## config.mk

```make
export PLATFORM = sky130hd
export DESIGN_NAME = pa_feed
export DESIGN_NICKNAME = d
export VERILOG_FILES = /design/src/rtl/pa_feed_pkg.sv /design/src/rtl/pa_fifo.sv /design/src/rtl/pa_feed.sv
export SDC_FILE = /design/constraint.sdc
export NUM_CORES = 1
export LEC_CHECK = 0
export BUFFER_PORTS_ARGS = -buffer_cell sky130_fd_sc_hd__buf_4
export CAP_MARGIN = 25
export CORE_UTILIZATION = 60
export DETAILED_ROUTE_END_ITERATION = 10
export PLACE_DENSITY_LB_ADDON = 0.12
export SLEW_MARGIN = 20
export SYNTH_ARGS = -nofsm -noshare
export SYNTH_HDL_FRONTEND = slang
export SYNTH_SLANG_ARGS = --single-unit
export TNS_END_PERCENT = 10
```

## constraint.sdc

```tcl
create_clock -name clock -period 1.5 [get_ports clock]
set_input_delay 0.075 -clock clock [delete_from_list [all_inputs] [get_ports clock]]
set_output_delay 0.075 -clock clock [all_outputs]
set_load 0.01 [all_outputs]
```

## src/rtl/pa_feed_pkg.sv

```systemverilog
// Shared definitions for the PA feed path: sequencer state codes (also the
// datapath config-RAM addresses) and default sizing.
package pa_feed_pkg;

  localparam int DATA_W_DEF = 8;
  localparam int DEPTH_DEF  = 4;

  typedef enum logic [2:0] {
    ST_IDLE = 3'b000,
    ST_COPY = 3'b001,
    ST_WAIT = 3'b010
  } state_t;

endpackage

```

## src/rtl/pa_fifo.sv

```systemverilog
// Word queue for the PA feed: power-of-two ring buffer with occupancy count.
// Push is ignored when full and pop is ignored when empty.
module pa_fifo
  import pa_feed_pkg::*;
#(
  parameter int DATA_W = DATA_W_DEF,
  parameter int DEPTH  = DEPTH_DEF
) (
  input  logic                     i_clock,
  input  logic                     i_rst_n,
  input  logic                     i_push,
  input  logic                     i_pop,
  input  logic [DATA_W-1:0]        i_wdata,
  output logic [DATA_W-1:0]        o_rdata,
  output logic                     o_full,
  output logic                     o_empty,
  output logic [$clog2(DEPTH):0]   o_level
);

  localparam int AW = $clog2(DEPTH);
  localparam logic [AW:0] LVL_FULL = (AW+1)'(DEPTH);

  logic [DATA_W-1:0] r_mem [DEPTH];
  logic [AW-1:0]     r_wr_ptr;
  logic [AW-1:0]     r_rd_ptr;
  logic [AW:0]       r_level;
  logic              w_push;
  logic              w_pop;

  assign w_push = i_push & ~o_full;
  assign w_pop  = i_pop & ~o_empty;

  // Storage carries no reset; only pointers and level define validity.
  always_ff @(posedge i_clock) begin
    if (w_push) r_mem[r_wr_ptr] <= i_wdata;
  end

  always_ff @(posedge i_clock or negedge i_rst_n) begin
    if (!i_rst_n) begin
      r_wr_ptr <= '0;
      r_rd_ptr <= '0;
      r_level  <= '0;
    end else begin
      if (w_push) r_wr_ptr <= r_wr_ptr + 1'b1;
      if (w_pop)  r_rd_ptr <= r_rd_ptr + 1'b1;
      case ({w_push, w_pop})
        2'b10:   r_level <= r_level + 1'b1;
        2'b01:   r_level <= r_level - 1'b1;
        default: r_level <= r_level;
      endcase
    end
  end

  assign o_rdata = r_mem[r_rd_ptr];
  assign o_full  = (r_level == LVL_FULL);
  assign o_empty = (r_level == '0);
  assign o_level = r_level;

endmodule

```

## src/rtl/pa_feed.sv

```systemverilog
// PA feed sequencer: moves queued words to the datapath parallel input one at
// a time and raises a word-ready interrupt until the CPU acknowledges.
//
//   state | meaning
//   IDLE  | waiting for a queued word; pi holds the last word
//   COPY  | pi just loaded from the queue head (one cycle)
//   WAIT  | isr high, waiting for isr_ack
module pa_feed
  import pa_feed_pkg::*;
#(
  parameter int DATA_W = DATA_W_DEF,
  parameter int DEPTH  = DEPTH_DEF
) (
  input  logic                     clock,
  input  logic                     reset_n,
  input  logic [DATA_W-1:0]        in_data,
  input  logic                     in_valid,
  output logic                     in_ready,
  input  logic                     isr_ack,
  output logic [DATA_W-1:0]        pi,
  output logic [2:0]               cs_addr,
  output logic                     isr,
  output logic [$clog2(DEPTH):0]   level,
  output logic [7:0]               words_out
);

  logic [1:0]        r_rst_sync;
  logic              w_rst_n;
  logic              w_push;
  logic              w_pop;
  logic              w_full;
  logic              w_empty;
  logic [DATA_W-1:0] w_head;
  state_t            r_state;
  logic [DATA_W-1:0] r_pi;
  logic              r_isr;
  logic [7:0]        r_words;
  logic              r_avail;

  // Assertion is immediate; release ripples through two flops. The queue
  // accepts words once the first stage is high, the sequencer one cycle later.
  always_ff @(posedge clock or negedge reset_n) begin
    if (!reset_n) r_rst_sync <= 2'b00;
    else          r_rst_sync <= {r_rst_sync[0], 1'b1};
  end

  assign w_rst_n = r_rst_sync[1];
  assign w_push  = in_valid & r_rst_sync[0];
  assign w_pop   = (r_state == ST_IDLE) & r_avail;

  pa_fifo #(
    .DATA_W (DATA_W),
    .DEPTH  (DEPTH)
  ) u_fifo (
    .i_clock (clock),
    .i_rst_n (reset_n),
    .i_push  (w_push),
    .i_pop   (w_pop),
    .i_wdata (in_data),
    .o_rdata (w_head),
    .o_full  (w_full),
    .o_empty (w_empty),
    .o_level (level)
  );

  // r_avail lags occupancy by one cycle; safe because only this FSM pops and
  // it is never back in IDLE sooner than two edges after a pop.
  always_ff @(posedge clock or negedge w_rst_n) begin
    if (!w_rst_n) begin
      r_state <= ST_IDLE;
      r_pi    <= '0;
      r_isr   <= 1'b0;
      r_words <= 8'd0;
      r_avail <= 1'b0;
    end else begin
      r_avail <= ~w_empty;
      case (r_state)
        ST_IDLE: begin
          if (r_avail) begin
            r_state <= ST_COPY;
            r_pi    <= w_head;
          end
        end
        ST_COPY: begin
          r_state <= ST_WAIT;
          r_isr   <= 1'b1;
          r_words <= r_words + 8'd1;
        end
        ST_WAIT: begin
          if (isr_ack) begin
            r_state <= ST_IDLE;
            r_isr   <= 1'b0;
          end
        end
        default: begin
          r_state <= ST_IDLE;
          r_isr   <= 1'b0;
        end
      endcase
    end
  end

  assign in_ready  = ~w_full;
  assign pi        = r_pi;
  assign cs_addr   = r_state;
  assign isr       = r_isr;
  assign words_out = r_words;

endmodule
```

==> impl_results.md, run 1 <==
* Vias in the first global route at 1616
* H-Tree Level Count at 3
* Remaining antenna violation count at 0
* Synth Flop Type: edfxtp_1
* Crit-path cells: or3_4, and2_4, ha_4, inv_2, fa_2, xor2_1, nor2_1, xor2_1
* RD Place Congestion at 0.830
* Via Count at 1496
* Num CTS Buffers at 9
* Failing checks: negative setup slack
* Synth unique cells at 29
* Lkg Pwr at 1.43 nW
* Syn_nets at 157
* I/O pins at 36
* CP Buf/Inv Count at 1
* Clock tree from TritonCTS: yes
* RSZ-0062 raised after global routing: true
* Initial Util at 64.6%
* Gr usage total at 28.7%
* TritonCTS Sinks at 61
* Max IR drop VDD at 1770 µV
* Max Root-Sink Buffers at 2
* Final setup margin at -413 ps
* Post-Syn Area at 2440 µm²
* Post-synth EDFFs at 32
* Required @ worst endpoint at 1720 ps
* Crit start category: flop
* Ant. Diodes at 0
* Drt initial violations at 66
* Achievable frequency at 0.523 GHz
* Post-Syn Area per Cell at 17.7 µm²
* Placed cell areas at 2970 µm²
* Worst setup EP type: flop
* Drt pass-1 iters at 4
* Yosys top cell area share at 39.4%
* First-pass GRT wire length at 8290 µm
* Core area at 3770 µm²
* Final-report hold violation count at 0
* Crit Path Class: flop to flop
* Num rows at 22
* Most area-hungry cell type in the Yosys netlist: edfxtp_1
* NumNets Final at 235
* Design area at 3350 µm²
* Status: finished with violations
* Root Buffer: clkbuf_8
* MaxCap Viol Count at 0
* Worst-margin pin slew at 553 ps
* Synth area leaders: edfxtp_1, dfrtp_1, mux4_2, mux2_4, xnor2_1
* HPWL Detailed at 3320 µm
* Arr. time, crit path at 2130 ps
* Most frequent CP cell: xor2_1
* Pins Over Slew Limit at 0
* Finish-stage setup viols at 3
* Seq/Total Area, Yosys at 69.2%
* Fin crit share at 128%
* Worst-Skew Late Latency at 340 ps
* Relative slew slack at 63.1%
* Initial antenna violation count at 0
* Global route overflow at 0
* Area Overhead vs Synth at 37.5%
* Clock transition at path regs at 70 ps
* Routed length per instance at 20.8 µm
* Most common cell in the netlist: edfxtp_1
* #FFs+latches synth at 61
* Post-synth ARST share at 47.5%
* Synthesized instance count at 138
* Worst-path fanout max at 2
* Setup Skew at 9.77 ps
* Vias per inst at 5.56
* Critical path's largest stage delay at 400 ps
* Worst Hold Class: input port to flop
* Syn. warnings at 0
* Slowest CP cell: dfrtp_2
* Routed wire length at 5610 µm
* P per Cell Area at 2240 nW/µm²
* Port Buffer Count at 34
* Min Tclk post-route at 1910 ps
* CP delay by family, top: simple AND/OR/NAND/NOR gates
* Die area at 4320 µm²
* Die H at 65.7 µm
* Die X-Extent at 65.7 µm
* Post-place setup slack at -383 ps
* Layout cells sized above 1 at 48.4%
* Post-synth top cells: edfxtp_1, dfrtp_1, xnor2_1
* Largest net degree at the start of global routing at 15
* DRC Markers at 0
==> per-stage QoR <==
| stage | setup TNS (ps) | util (%) | hold WS [ps] | power, W | cells |
|---|---|---|---|---|---|
| 2_1_floorplan | -581 | - | -221 | 0.00419 | 138 |
| 3_5_place_dp | -751 | 78.8 | -97.6 | 0.00542 | 241 |
| 5_1_grt | -1110 | 88.9 | 39.8 | 0.00777 | 269 |
| 6_report | -731 | 88.9 | 25.1 | 0.00749 | 269 |
| 4_1_cts | -795 | 87.9 | 16.4 | 0.00728 | 268 |
| 3_3_place_gp | -512 | 78.8 | -99.0 | 0.00520 | 241 |
==> cell families after synthesis <==
group / share of synthesized area [%]
other: 0.308
muxes: 13.7
adders and majority gates: 3.90
and+or+nand+nor: 5.08
buffers and inverters: 2.16
xor gates and xnor gates: 4.67
AOI/OAI and AO/OA: 1.03
DFF: 69.2
==> where the power goes <==
group	internal (W)	total, W	switching [W]
sequential	0.00224	0.00263	0.000389
clock	0.00110	0.00175	0.000651
combinational	0.00180	0.00311	0.00131
total	0.00514	0.00749	0.00235
==> registers in the layout (all words and copies together) (netlist names) <==
register	count
pi	8
cs_addr	2
u_fifo.o_level	3
r_avail	1
words_out	8
r_rst_sync	2
u_fifo.r_mem	32
isr	1
u_fifo.r_wr_ptr	2
u_fifo.r_rd_ptr	2
==> worst min-delay path, stage by stage <==
cell and delay [ps]:
buf_4 90, o21ai_0 60, o21a_1 100
==> path summary, 6_finish.rpt <==
| path | from | to | slack, ps | cells past startpoint |
|---|---|---|---|---|
| setup reg to reg | u_fifo.o_level[2] | u_fifo.o_level[2] | -410 | 8 |
| hold reg to reg | r_rst_sync[1] | isr | 230 | 0 |
| max in group asynchronous | r_rst_sync[1] | pi[1] | 790 | 1 |
| min in group asynchronous | reset_n | u_fifo.o_level[2] | 120 | 2 |
| setup / recovery | u_fifo.o_level[2] | u_fifo.o_level[2] | -410 | 8 |
| hold / removal | isr_ack | isr | 30 | 3 |
==> layout by cell type, fill, tap and decap left out, drive strengths merged <==
cell          n
dfrtp        29
clkinv        2
clkbuf       10
xor2          4
and2          5
bufinv        3
o21a          1
mux4          8
conb          2
and3          1
inv           6
mux2         10
nor3b         1
xnor2         9
nand3         1
mux2i         1
nor2          3
a21o          1
edfxtp       32
dlygate4sd3   9
nand4         4
buf          62
fa            1
and4b         1
o21ai         1
nor2b         1
clkinvlp      1
or3           1
nand2         4
a21oi         1
ha            6
==> per-layer routing <==
metal  routed length, µm  GRT usage [%]
met2                3130           50.6
met4                 140           13.0
met3                 208           8.51
met1                2130           31.5
met5                   0              0
==> area by class of cell <==
class	instances	area [µm²]
sequential	61	1690
tap	48	60.1
multi-input combinational	67	751
fill	135	420
timing repair buffer	71	588
clock buffer	10	128
inverter	6	22.5
clock inverter	6	111
==> repair_timing <==
| item | CTS | global route |
|---|---|---|
| setup buffers | 2 | 1 |
| setup endpoints to repair | 2 | 35 |
| gates resized for setup | 0 | 5 |
| pin swaps | 4 | 2 |
| hold endpoints to repair | 41 | 0 |
| hold buffers | 9 | 0 |
No activity file was read; power rests on OpenSTA's default activity.
==> inputs of run 2 (changes only) <==
--- a/config.mk
+++ b/config.mk
@@ -9,7 +9,7 @@
 export CAP_MARGIN = 25
 export CORE_UTILIZATION = 60
 export DETAILED_ROUTE_END_ITERATION = 10
-export PLACE_DENSITY_LB_ADDON = 0.12
+export PLACE_DENSITY = 0.82
 export SLEW_MARGIN = 20
 export SYNTH_ARGS = -nofsm -noshare
 export SYNTH_HDL_FRONTEND = slang
==> run 2 against run 1 <==
The run still ends with negative setup slack left; die area did not move; via count down 2.5%; utilization shrank 1.3 points; final area fell by 1.4%; combinational power fell by 9.0%; sequential power hardly changed; clock skew fell by 3.4 ps.
==> impl_results.md, run 2 (synthesized netlist as in run 1, its figures left out) <==
* Num rows at 22 (unchanged)
* NumNets Final at 234 (-0.43%)
* Setup Skew at 6.42 ps (-3.35 ps)
* Clock tree from TritonCTS: yes
* Power share of the clock group at 22.4% (-1.0 points)
* TritonCTS Sinks at 61 (unchanged)
* Vias in the first global route at 1572 (-2.7%)
* Met1 WL at 1930 µm (-9.3%)
* Pins Over Slew Limit at 0 (unchanged)
* Most frequent cells in the layout: buf_4, edfxtp_1, dfrtp_1
* Achievable frequency at 0.540 GHz (+3.2%)
* Vias per inst at 5.44 (-2.1%)
* H-Tree Level Count at 3 (unchanged)
* DRC Markers at 0 (unchanged)
* Num CTS Buffers at 9 (unchanged)
* Die X-Extent at 65.7 µm (unchanged)
* Met3 wire length at 262 µm (+26%)
* Register name with the most flops: u_fifo.r_mem
* HPWL Detailed at 3190 µm (-3.9%)
* Worst setup EP type: flop
* Lkg Pwr at 1.40 nW (-1.9%)
* Min Tclk post-route at 1850 ps (-60.2 ps)
* RD Place Congestion at 0.745 (-10%)
* P per Cell Area at 2130 nW/µm² (-4.5%)
* Ant. Diodes at 0 (unchanged)
* Fin crit share at 124% (-4.0 points)
* Routed length per instance at 19.3 µm (-7.2%)
* Worst Hold Class: input port to flop
* Finish-stage setup viols at 2 (-1)
* Critical path's largest stage delay at 420 ps (+20 ps)
* Setup TNS Final at -685 ps (+46.7 ps)
* Clock transition at path regs at 60 ps (about the same)
* Sw Ratio at 31.4% (+0.096 points)
* Layout cells sized above 1 at 49.1% (+0.67 points)
* Worst-path fanout max at 3 (+1)
* Port Buffer Count at 34 (unchanged)
* Core area at 3770 µm² (unchanged)
* Root Buffer: clkbuf_8
* Routed length on met2 at 2850 µm (-9.0%)
* MaxCap Viol Count at 0 (unchanged)
* Failing checks: negative setup slack
* Relative slew slack at 55.0% (-8.1 points)
* Initial antenna violation count at 0 (unchanged)
* Initial Util at 64.6% (unchanged)
* Worst-Skew Late Latency at 340 ps (about the same)
* Drt initial violations at 104 (+58%)
* Status: finished with violations
* Max IR drop VDD at 1290 µV (-27%)
* Worst-margin pin slew at 675 ps (+122 ps)
* Commonest non-fill, non-tap cell in the layout: buf_4
* Remaining antenna violation count at 0 (unchanged)
* Max FFs per register at 32 (unchanged)
* Gr usage total at 28.7% (-0.049 points)
* Area Overhead vs Synth at 35.5%
* Global route overflow at 0 (unchanged)
* Placed cell areas at 2970 µm² (-0.17%)
* Via Count at 1459 (-2.5%)
* Routed wire length at 5180 µm (-7.6%)
* Psw at 0.00222 W (-5.6%)
* Arr. time, crit path at 2070 ps (-60 ps)
* Uppermost layer routed: met4
* Most frequent CP cell: xor2_1
* RSZ-0062 raised after global routing: true
* Crit start category: flop
* Crit Path Class: flop to flop
* Max Root-Sink Buffers at 2 (unchanged)
* Final-report hold violation count at 0 (unchanged)
* Design area at 3300 µm² (-1.4%)
* Required @ worst endpoint at 1720 ps (about the same)
* Die H at 65.7 µm (unchanged)
* Largest net degree at the start of global routing at 17 (+2)
* WHS at 41.7 ps (+16.6 ps)
* Slowest CP cell: dfrtp_1
* Die area at 4320 µm² (unchanged)
* First-pass GRT wire length at 8250 µm (-0.58%)
* Crit-path cells: or3_4, and2_4, ha_4, inv_2, fa_2, xor2_1, nor2_1, xor2_1
* Internal at 0.00484 W (-6.0%)
* I/O pins at 36 (unchanged)
* Drt pass-1 iters at 4 (unchanged)
* Final setup margin at -353 ps (+60.2 ps)
* Comb power frac at 40.1% (-1.4 points)
* Share of power burned in registers at 37.5% (+2.4 points)
==> run 2: worst max-delay path, delay by kind of cell (launching register included) <==
family / cells / cell delay (ps)
fa+ha+maj: 2 / 330
xor+xnor: 2 / 290
simple gates: 3 / 640
buf+inv: 1 / 50
flops: 1 / 420
==> run 2: final cells by class <==
class,instances,area [µm²]
Fill cell,156,468
Clock inverter,6,87.6
Clock buffer,10,128
Sequential cell,61,1690
Multi-Input combinational cell,67,747
Tap cell,48,60.1
Inverter,6,22.5
Timing Repair Buffer,70,568
==> run 2: final timing paths <==
path / from / end / slack, ps / cells past startpoint
max reg2reg: u_fifo.o_level[1] / u_fifo.o_level[2] / -350 / 8
min reg2reg: r_rst_sync[1] / pi[0] / 270 / 0
max: u_fifo.o_level[1] / u_fifo.o_level[2] / -350 / 8
max in group asynchronous: r_rst_sync[1] / pi[7] / 690 / 1
min: isr_ack / isr / 40 / 3
min in group asynchronous: reset_n / u_fifo.r_rd_ptr[0] / 80 / 2
==> run 2: power groups by stage <==
| stage | Clock (W) | Combinational (W) | Sequential [W] |
|---|---|---|---|
| after CTS | 0.00160 | 0.00283 | 0.00262 |
| after global placement | 0 | 0.00260 | 0.00258 |
| final | 0.00158 | 0.00283 | 0.00265 |
| after detailed placement | 0 | 0.00273 | 0.00263 |
| after floorplan | 0 | 0.00151 | 0.00267 |
| after global routing | 0.00166 | 0.00309 | 0.00270 |
==> run 2: layer usage <==
metal,GRT usage [%],vias up
met5,0,-
li1,-,652
met1,31.9,731
met2,49.6,59
met4,14.9,0
met3,7.99,17
==> run 2: stage by stage <==
stage | setup WS, ps | utilization (%) | power (W) | cells
after global placement | -265 | 78.6 | 0.00518 | 242
after detailed placement | -331 | 78.6 | 0.00537 | 242
after floorplan | -299 | - | 0.00419 | 138
after global routing | -423 | 87.6 | 0.00744 | 268
final | -353 | 87.6 | 0.00705 | 268
after CTS | -339 | 87.1 | 0.00705 | 268
==> run 2: what timing repair did <==
item / in CTS / in global routing
setup buffers: 1 / 0
pin swaps: 7 / 0
hold endpoints to repair: 41 / 0
endpoints found under the setup margin: 12 / 27
gates cloned: 0 / 0
hold buffers: 9 / 0
resized for setup: 2 / 5
==> inputs of run 3 (changes only) <==
--- a/config.mk
+++ b/config.mk
@@ -10,6 +10,7 @@
 export CORE_UTILIZATION = 60
 export DETAILED_ROUTE_END_ITERATION = 10
 export PLACE_DENSITY = 0.82
+export SETUP_SLACK_MARGIN = 0.3
 export SLEW_MARGIN = 20
 export SYNTH_ARGS = -nofsm -noshare
 export SYNTH_HDL_FRONTEND = slang
==> run 3 against run 2 <==
The flow still finishes with violations (negative setup slack); clock skew increased by 1.2 ps; critical endpoint unchanged; cell count decreased by 2.2%; critical path depth increased by 1; sequential power about the same.
==> impl_results.md, run 3 (synthesized netlist as in run 1, its figures left out) <==
* Remaining antenna violation count at 0 (unchanged)
* Largest net degree at the start of global routing at 21 (+4)
* Internal at 0.00505 W (+4.5%)
* Routed wire length at 5640 µm (+8.9%)
* RD Place Congestion at 0.742 (-0.38%)
* Initial Util at 64.6% (unchanged)
* Lkg Pwr at 1.43 nW (+2.1%)
* Power share of the clock group at 21.3% (-1.1 points)
* Root Buffer: clkbuf_8
* Reg2Reg Setup Slack at -340 ps (about the same)
* Critical path's largest stage delay at 420 ps (about the same)
* Crit path launch: u_fifo.o_level[1]
* Port Buffer Count at 34 (unchanged)
* Die area at 4320 µm² (unchanged)
* Crit start category: flop
* Clock tree from TritonCTS: yes
* Fillers at 133 (-15%)
* Arr. time, crit path at 2100 ps (+30 ps)
* Vias per inst at 5.70 (+4.7%)
* Gr usage total at 27.4% (-1.3 points)
* Drt pass-1 iters at 4 (unchanged)
* Worst-Skew Late Latency at 340 ps (about the same)
* Worst-path fanout max at 3 (unchanged)
* Layout cells sized above 1 at 50.5% (+1.4 points)
* Failing checks: negative setup slack
* Routed length per instance at 21.5 µm (+11%)
* Core area at 3770 µm² (unchanged)
* Final Util at 89.0% (+1.4 points)
* Via Count at 1494 (+2.4%)
* Final-report hold violation count at 0 (unchanged)
* Area Overhead vs Synth at 37.7%
* Pins Over Slew Limit at 0 (unchanged)
* Worst R2R Start: u_fifo.o_level[1]
* I/O pins at 36 (unchanged)
* Max FFs per register at 32 (unchanged)
* Finish-stage setup viols at 26 (+24)
* Post-place setup slack at -375 ps (-44.1 ps)
* FF/Latch Area at 1690 µm² (unchanged)
* Crit Path Class: flop to flop
* CP delay by family, top: adder cells
* Fin crit share at 123% (-0.89 points)
* RSZ-0062 raised after global routing: true
* Setup TNS Final at -1620 ps (-938 ps)
* MaxCap Viol Count at 0 (unchanged)
* Comb power frac at 43.0% (+2.9 points)
* Commonest non-fill, non-tap cell in the layout: buf_4
* Most frequent CP cell: xor2_1
* Required @ worst endpoint at 1760 ps (+40 ps)
* NumNets Final at 228 (-2.6%)
* Final setup margin at -339 ps (+13.4 ps)
* HPWL Detailed at 2900 µm (-9.2%)
* Sw Ratio at 32.0% (+0.58 points)
* Setup Skew at 7.57 ps (+1.15 ps)
* First-pass GRT wire length at 7860 µm (-4.7%)
* Max Root-Sink Buffers at 2 (unchanged)
* P per Cell Area at 2210 nW/µm² (+3.7%)
* Min Tclk post-route at 1840 ps (-13.4 ps)
* Die H at 65.7 µm (unchanged)
* Share of power burned in registers at 35.7% (-1.8 points)
* Num CTS Buffers at 9 (unchanged)
* Crit-path cells: nor2_2, a21oi_2, inv_1, ha_4, inv_2, fa_2, xor2_1, nor2_1, xor2_1
* Most frequent cells in the layout: buf_4, edfxtp_1, dfrtp_1
* WHS at 56.1 ps (+14.4 ps)
* Multi-input gate area in the final layout at 790 µm² (+5.7%)
* Hold Startpoint: isr_ack
* H-Tree Level Count at 3 (unchanged)
* Drt initial violations at 134 (+29%)
* Die X-Extent at 65.7 µm (unchanged)
* Ant. Diodes at 0 (unchanged)
* CP Buf/Inv Count at 2 (+1)
* Clock transition at path regs at 60 ps (about the same)
* Worst setup EP type: flop
* Num rows at 22 (unchanged)
* Max IR drop VDD at 1730 µV (+33%)
* DRC Markers at 0 (unchanged)
* Initial antenna violation count at 0 (unchanged)
* TritonCTS Sinks at 61 (unchanged)
* Status: finished with violations
* Achievable frequency at 0.544 GHz (+0.73%)
* Slowest CP cell: dfrtp_1
* Worst Hold Class: input port to flop
* Register name with the most flops: u_fifo.r_mem
* Psw at 0.00238 W (+7.3%)
* Global route overflow at 0 (unchanged)
* Vias in the first global route at 1569 (-0.19%)
run 3: cell count changes in the layout (fill, tap and decap cells not counted), moves of 2 or more:
cell,before,now
clkinvlp_4,3,0
buf_6,2,7
buf_12,1,4
xnor2_1,9,6
nand2_1,4,2
xnor2_2,0,3
buf_4,58,44
run 3: power groups by stage:
stage | sequential, W | clock [W] | combinational (W)
after floorplan | 0.00267 | 0 | 0.00152
after global placement | 0.00257 | 0 | 0.00261
final | 0.00266 | 0.00158 | 0.00319
after detailed placement | 0.00263 | 0 | 0.00273
after CTS | 0.00261 | 0.00159 | 0.00288
after global routing | 0.00270 | 0.00166 | 0.00335
run 3: per-stage QoR:
stage               cell area (µm²)  std cells  power (W)
floorplan                      2470        138    0.00419
global placement               2950        234    0.00518
detailed placement             2950        234    0.00536
CTS                            3290        260    0.00708
global route                   3360        262    0.00771
finish                         3360        262    0.00743
run 3: worst register-to-register path: stages, from the launching register on:
cell and delay (ps):
dfrtp_1 420, nor2_2 170, a21oi_2 90, inv_1 120
ha_4 160, inv_2 40, fa_2 330, xor2_1 170
nor2_1 130, xor2_1 150
run 3: worst paths after layout:
| kind | endpoint | depth (start not counted) |
|---|---|---|
| max in group asynchronous | cs_addr[1] | 1 |
| worst max register to register | u_fifo.o_level[2] | 9 |
| min in group asynchronous | u_fifo.r_wr_ptr[1] | 2 |
| worst min register to register | pi[3] | 1 |
| worst min-delay path | cs_addr[1] | 3 |
| worst max-delay path | u_fifo.o_level[2] | 9 |
run 3: layer usage:
layer  wire (µm)  share of wire [%]  GRT usage (%)
met1        1970                 35           30.3
met2        3090                 55           48.9
met3         300                5.3           7.12
met4         286                5.1           12.2
met5           0                  0              0
run 3: final cells by class:
class,instances,share of cell area (%)
Timing Repair Buffer,64,17.3
Inverter,6,0.671
Clock inverter,5,2.20
Clock buffer,11,4.21
Tap cell,48,1.79
Sequential cell,61,50.4
Multi-Input combinational cell,67,23.5
run 3: timing repair:
action,4_1_cts,5_1_grt
gates resized for setup,9,11
setup buffers,1,2
gates cloned,0,0
endpoints found under the setup margin,54,55
hold buffers,9,0
endpoints found under the hold margin,41,0
pin swaps,15,15
